[config.mk]
export PLATFORM = sky130hd
export DESIGN_NAME = vec_activation
export DESIGN_NICKNAME = d
export VERILOG_FILES = /design/src/rtl/vec_activation.sv
export SDC_FILE = /design/constraint.sdc
export NUM_CORES = 1
export LEC_CHECK = 0
export BUFFER_PORTS_ARGS = -buffer_cell sky130_fd_sc_hd__buf_4
export CAP_MARGIN = 20
export CELL_PAD_IN_SITES_DETAIL_PLACEMENT = 2
export CELL_PAD_IN_SITES_GLOBAL_PLACEMENT = 2
export CORE_MARGIN = 5
export CORE_UTILIZATION = 33
export DETAILED_ROUTE_END_ITERATION = 6
export HOLD_SLACK_MARGIN = 0.03
export PLACE_DENSITY = 0.76
export RECOVER_POWER = 100
export SYNTH_ARGS = -nofsm -noshare
export SYNTH_HDL_FRONTEND = slang
export SYNTH_SLANG_ARGS = --single-unit
[constraint.sdc]
create_clock -name clk -period 2.9 [get_ports clk]
set_clock_uncertainty 0.1 [all_clocks]
set_input_delay 0.145 -clock clk [delete_from_list [all_inputs] [get_ports clk]]
set_output_delay 0.145 -clock clk [all_outputs]
set_load 0.05 [all_outputs]
[src/rtl/vec_activation.sv]
// Serial element-wise activation stage: latches one packed Q8.8 vector, activates one element per cycle,
// then holds the result on a valid/ready output. Define VEC_ACT_GELU_EN for the GELU approximation, else ReLU.
module vec_activation #(
   parameter int unsigned DIM        = 4,
   parameter int unsigned DATA_WIDTH = 16
) (
   input  logic                      clk,
   input  logic                      rst_n,
   input  logic                      in_valid,
   output logic                      in_ready,
   input  logic [DIM*DATA_WIDTH-1:0] x_in,
   output logic                      out_valid,
   input  logic                      out_ready,
   output logic [DIM*DATA_WIDTH-1:0] y_out,
   output logic                      busy,
   output logic                      drop_err,
   input  logic                      clear_err
);

   localparam int unsigned VEC_W = DIM * DATA_WIDTH;
   localparam int unsigned CNT_W = (DIM > 1) ? $clog2(DIM) : 1;
   localparam logic [CNT_W-1:0] CNT_LAST = CNT_W'(DIM - 1);

`ifdef VEC_ACT_GELU_EN
   localparam int unsigned T_W = DATA_WIDTH + 1;
   localparam int unsigned P_W = 2 * DATA_WIDTH + 1;
   localparam int unsigned S_W = P_W + 6;
   localparam int unsigned Q_W = S_W - 16;
   localparam logic signed [DATA_WIDTH-1:0] CLAMP_POS = DATA_WIDTH'(768);
   localparam logic signed [DATA_WIDTH-1:0] CLAMP_NEG = -CLAMP_POS;
   localparam logic signed [Q_W-1:0] Q_MAX = Q_W'((1 << (DATA_WIDTH - 1)) - 1);
   localparam logic signed [Q_W-1:0] Q_MIN = ~Q_MAX;
`endif

   typedef enum logic [1:0] {
      S_IDLE = 2'd0,
      S_PROC = 2'd1,
      S_OUT  = 2'd2
   } state_t;

   state_t state_q, state_d;

   logic [VEC_W-1:0]      buf_q;
   logic [VEC_W-1:0]      y_q;
   logic [CNT_W-1:0]      cnt_q;
   logic                  drop_err_q;
   logic                  accept;
   logic                  drop;
   logic [DATA_WIDTH-1:0] x_sel;
   logic [DATA_WIDTH-1:0] y_sel;

   // Element activation; GELU build is the hard-swish style x*(x+3)/6 approximation in Q8.8.
   function automatic logic signed [DATA_WIDTH-1:0] act_f(input logic signed [DATA_WIDTH-1:0] x);
`ifdef VEC_ACT_GELU_EN
      logic signed [T_W-1:0] t;
      logic signed [P_W-1:0] p;
      logic signed [S_W-1:0] s;
      logic signed [Q_W-1:0] q;
      t = {x[DATA_WIDTH-1], x} + T_W'(768);
      p = $signed({{(P_W - DATA_WIDTH){x[DATA_WIDTH-1]}}, x}) *
          $signed({{(P_W - T_W){t[T_W-1]}}, t});
      s = $signed({{(S_W - P_W){p[P_W-1]}}, p}) * $signed(S_W'(43));
      q = Q_W'(s >>> 16);
      if (x <= CLAMP_NEG) begin
         act_f = '0;
      end else if (x >= CLAMP_POS) begin
         act_f = x;
      end else if (q > Q_MAX) begin
         act_f = {1'b0, {(DATA_WIDTH - 1){1'b1}}};
      end else if (q < Q_MIN) begin
         act_f = {1'b1, {(DATA_WIDTH - 1){1'b0}}};
      end else begin
         act_f = q[DATA_WIDTH-1:0];
      end
`else
      act_f = x[DATA_WIDTH-1] ? '0 : x;
`endif
   endfunction

   assign x_sel = buf_q[int'(cnt_q) * DATA_WIDTH +: DATA_WIDTH];
   assign y_sel = act_f(x_sel);

   // State register
   always_ff @(posedge clk or negedge rst_n) begin
      if (!rst_n) begin
         state_q <= S_IDLE;
      end else begin
         state_q <= state_d;
      end
   end

   // Next-state logic; OUT can hand straight back to PROC when a new vector arrives on the consume edge
   always_comb begin
      state_d = state_q;
      unique case (state_q)
         S_IDLE: if (accept) state_d = S_PROC;
         S_PROC: if (cnt_q == CNT_LAST) state_d = S_OUT;
         S_OUT: begin
            if (out_ready) state_d = accept ? S_PROC : S_IDLE;
         end
         default: state_d = S_IDLE;
      endcase
   end

   // Handshake and status decode
   always_comb begin
      in_ready  = 1'b0;
      out_valid = 1'b0;
      busy      = 1'b0;
      unique case (state_q)
         S_IDLE: in_ready = 1'b1;
         S_PROC: busy = 1'b1;
         S_OUT: begin
            out_valid = 1'b1;
            in_ready  = out_ready;
         end
         default: in_ready = 1'b0;
      endcase
      accept = in_valid && in_ready;
      drop   = in_valid && !in_ready;
   end

   // Input buffer, element counter, result register and sticky drop flag
   always_ff @(posedge clk or negedge rst_n) begin
      if (!rst_n) begin
         buf_q      <= '0;
         y_q        <= '0;
         cnt_q      <= '0;
         drop_err_q <= 1'b0;
      end else begin
         if (accept) begin
            buf_q <= x_in;
            cnt_q <= '0;
         end else if (state_q == S_PROC) begin
            y_q[int'(cnt_q) * DATA_WIDTH +: DATA_WIDTH] <= y_sel;
            cnt_q <= (cnt_q == CNT_LAST) ? '0 : cnt_q + CNT_W'(1);
         end
         if (drop) begin
            drop_err_q <= 1'b1;
         end else if (clear_err) begin
            drop_err_q <= 1'b0;
         end
      end
   end

   assign y_out    = y_q;
   assign drop_err = drop_err_q;

endmodule

==> reports/metrics.sh <==
PLACE.PORT_BUFFERS=132
ROUTED.TOP_LAYER='met4'
SYNTH_TOP_FAMILY_BY_AREA='multiplexers'
CLK_TRANSITION_REPORTED_PATHS_PS=50
DRV.MAX_CAP_VIOLATION_COUNT=0
YOSYS_REGISTER_BITS=129
DRT_DRC_VIOLATIONS_LEFT=0
TIMING.SLEW.HEADROOM_PCT=16.1
INSTANCES_NO_FILL=768
ROUTEDLENGTHMET1_UM=7150
CRITPATHREQUIREDTIME_PS=3140
POST_SYNTH_AND_OR_NAND_NOR_AREA_FRACTION_PCT=3.64
DIE_HEIGHT_UM=137
FIRST_PASS_ITERS=4
POWER_REPORT.INTERNAL_TOTAL_mW=5.59
CLOCK_TREE_BUF_DEPTH=2
VDD_DROP_MAX_mV=0.473
OUTCOME='finished, final reports clean'
GRT_ANTENNA_BEFORE_REPAIR=0
CLKLATENCYLATEPIN_PS=410
FLOORPLAN.CORE_AREA_SQ_UM=15800
PRE_CTS_SLACK_PS=589
FINALWORSTPATHREQUIREDPERIOD_PS=2310
CTS_POST_SETUP_BUFFERS_INSERTED=0
PIN_COUNT=137
POSTROUTEWIRELENGTH_UM=17400
MIN_PATH_TYPE='input pin to flip-flop'
CTS.HTREE.LEVELS=4
MET3_WIRELENGTH_UM=734
CLOCK_TREE_FROM_TRITONCTS='done'
POST-ROUTE-UTIL_PCT=47.9
P_SW_mW=3.99
LAYOUT-DRIVE-GT1-SHARE_PCT=33.0
MIN_PERIOD_OVER_PERIOD_PCT=79.5
LAYOUT.NETS=615
POWER.COMBINATIONAL.FRACTION_PCT=42.1
P_TOTAL_mW=9.58
TOTAL_NUMBER_OF_VIAS=3764
POSTSYNTHCELLCOUNT=335
SYNTHXORXNORAREAFRAC_PCT=0
POST_SYNTH_MUX_AREA_SHARE_PCT=20.4
P_PER_AREA_nW_PER_UM2=1260
WORSTSETUPPATHTYPE='flip-flop to flip-flop'
GRT_MAX_DEGREE=91
CTS-HOLD-FIX-BUFFERS=67
SETUP_TNS_PS=0
GRTUSAGETOTAL_PCT=19.2
FILL_CELLS=1517
WORST_SETUP_PATH_START_KIND='flip-flop'
AREA_GROWTH_PCT=43.2
CRIT_PATH_MAX_FANOUT=15
END_KIND='flip-flop'
YOSYSUNIQUECELLTYPES=29
FINAL_CELL_MIX='dfrtp_1, buf_4, dlygate4sd3_1'
SYNTH_COMPOUND_AREA_SHARE_PCT=10.6
WIRE_LENGTH_OF_THE_FIRST_GLOBAL_ROUTING_PASS_UM=26700
ANTENNA_VIOLATING_NETS_POST_ROUTE=0
TIGHTESTPINTRANSITION_PS=1260
SETUP_VIOL=0
SYNTH_ADDER_AREA_SHARE_PCT=1.42
SYNTHESIS.YOSYS.WARNINGS=0
MAX_FREQ_MHz=434
ROUTE.DETAILED.VIAS_PER_INST=4.90
PLACEMENT_ROWS=46
PLACE_INST=670
R2R_SETUP_SLACK_PS=590
P_CLK_SHARE_PCT=25.1
CTS.ROOT.BUFFER_CELL='clkbuf_16'
ROUTE.MET2.WL_UM=9300
ANTENNADIODECOUNT=0
CLOCK-SINKS=129
NUMBER_OF_GLOBAL_ROUTE_VIAS_BEFORE_REPAIR=4423
SWSHARE_PCT=41.6
SEQUENTIALPOWERSHARE_PCT=32.8
DETAILEDROUTE.FIRSTITERATIONVIOLATIONS=174
TIMING.FINAL.HOLD_VIOLATIONS=0
DIE_AREA_SQ_UM=18700
GPL.FINAL_WEIGHTED_CONGESTION=0.740
INITIAL_CORE_UTIL_PCT=33.4
GRT_SETUP_UNREPAIRED='false'
SYNTH_SEQUENTIAL_AREA_RATIO_PCT=61.0
POSTCTSRESIZEDCELLS=0
GRT_REMAINING_OVERFLOW=0
ROUTEDWLPERCELL_UM=22.6
SYNTH_CELL_AREA_SQ_UM=5290
DIE_WIDTH_UM=137
TIMING.FINAL.MAX_SLEW_VIOLATIONS=0
SYN_AREA_PER_CELL_SQ_UM=15.8
NUMCTSBUFFERS=17
LAYOUT_SETUP_WS_PS=595
DETAILED_PLACE_HPWL_UM=10900
CRITPATHARRIVALTIME_PS=2540
FINAL_COMMON_CELL='dfrtp_1'
TOTAL_LEAKAGE_POWER_nW=3.37
[worst max-delay path: stages (launching register included)]
cell and delay (ps):
dfrtp_1 380, buf_4 220, buf_4 230, or4bb_1 560, nor3_4 490, a22o_1 250
[power groups by stage]
stage          clock, mW  sequential (mW)  combinational (mW)
2_1_floorplan          0             4.08                1.89
6_report            2.40             3.14                4.04
4_1_cts             2.43             3.13                4.38
3_3_place_gp           0             3.09                4.12
3_5_place_dp           0             3.14                4.27
5_1_grt             2.54             3.23                4.28
[per-stage QoR]
step / hold WS [ps] / cell area, sq um
final: 98.4 / 7580
after floorplan: -251 / 5310
after CTS: 84.6 / 7850
after global routing: 94.2 / 7580
after detailed placement: 178 / 6520
after global placement: 167 / 6520
[flip-flops by register name (all words and copies together) (netlist names)]
name	cells
state_q	2
cnt_q	2
drop_err	1
buf_q	64
y_out	60
[layer usage]
layer	track usage [%]	vias up
met3	3.86	16
li1	-	1668
met4	4.93	0
met5	0	-
met2	34.7	91
met1	23.2	1989
[final timing paths]
check                      startpoint         end  cells after the start
min reg2reg                 y_out[14]   y_out[14]                      1
max                          cnt_q[0]    y_out[1]                      5
min                         out_ready  state_q[1]                      3
max in group asynchronous       rst_n   y_out[26]                      3
min in group asynchronous       rst_n   y_out[51]                      2
max reg2reg                  cnt_q[0]    y_out[1]                      5
[synthesized netlist by cell type]
cell       instances  share of area [%]
mux4_2            16                6.8
nand2_1            8               0.57
dfrtp_1          129                 61
nor3_1             1              0.094
nand4bb_1          1               0.21
or4bb_1            1               0.21
buf_2             12                1.1
nor2b_1            3               0.35
a21oi_1            2               0.19
a22o_1            61                 10
clkbuf_2           1              0.094
buf_4              5               0.71
o21ai_0            2               0.19
buf_6              1               0.21
nor3b_1            2               0.28
mux2_2            64                 14
clkbuf_1           4               0.28
nor2_1             1              0.071
nor4_4             1               0.40
or3_1              1               0.12
inv_1              5               0.35
buf_1              1              0.071
nand2b_1           1               0.12
nand3b_1           1               0.14
nor4b_4            1               0.45
ha_1               6                1.4
conb_1             1              0.071
nor3_4             2               0.61
o21bai_1           1               0.14
[cell type report]
class                      instances  area [sq um]  area share, %
sequential                       129          3230           42.6
multi-input combinational        180          1910           25.2
timing repair buffer             207          1490           19.7
clock buffer                      21           480           6.34
tap                              216           270           3.57
clock inverter                    10           180           2.38
inverter                           5          18.8          0.248
[cell families (layout without fill, tap and decap cells)]
logic type,after synthesis,in the layout
compound gates,66,66
fa+ha+maj,6,6
buf+inv,29,243
flops,129,129
mux,80,80
other cells,1,4
simple gates,24,24
Note: power is estimated with default switching activity, not from simulation.
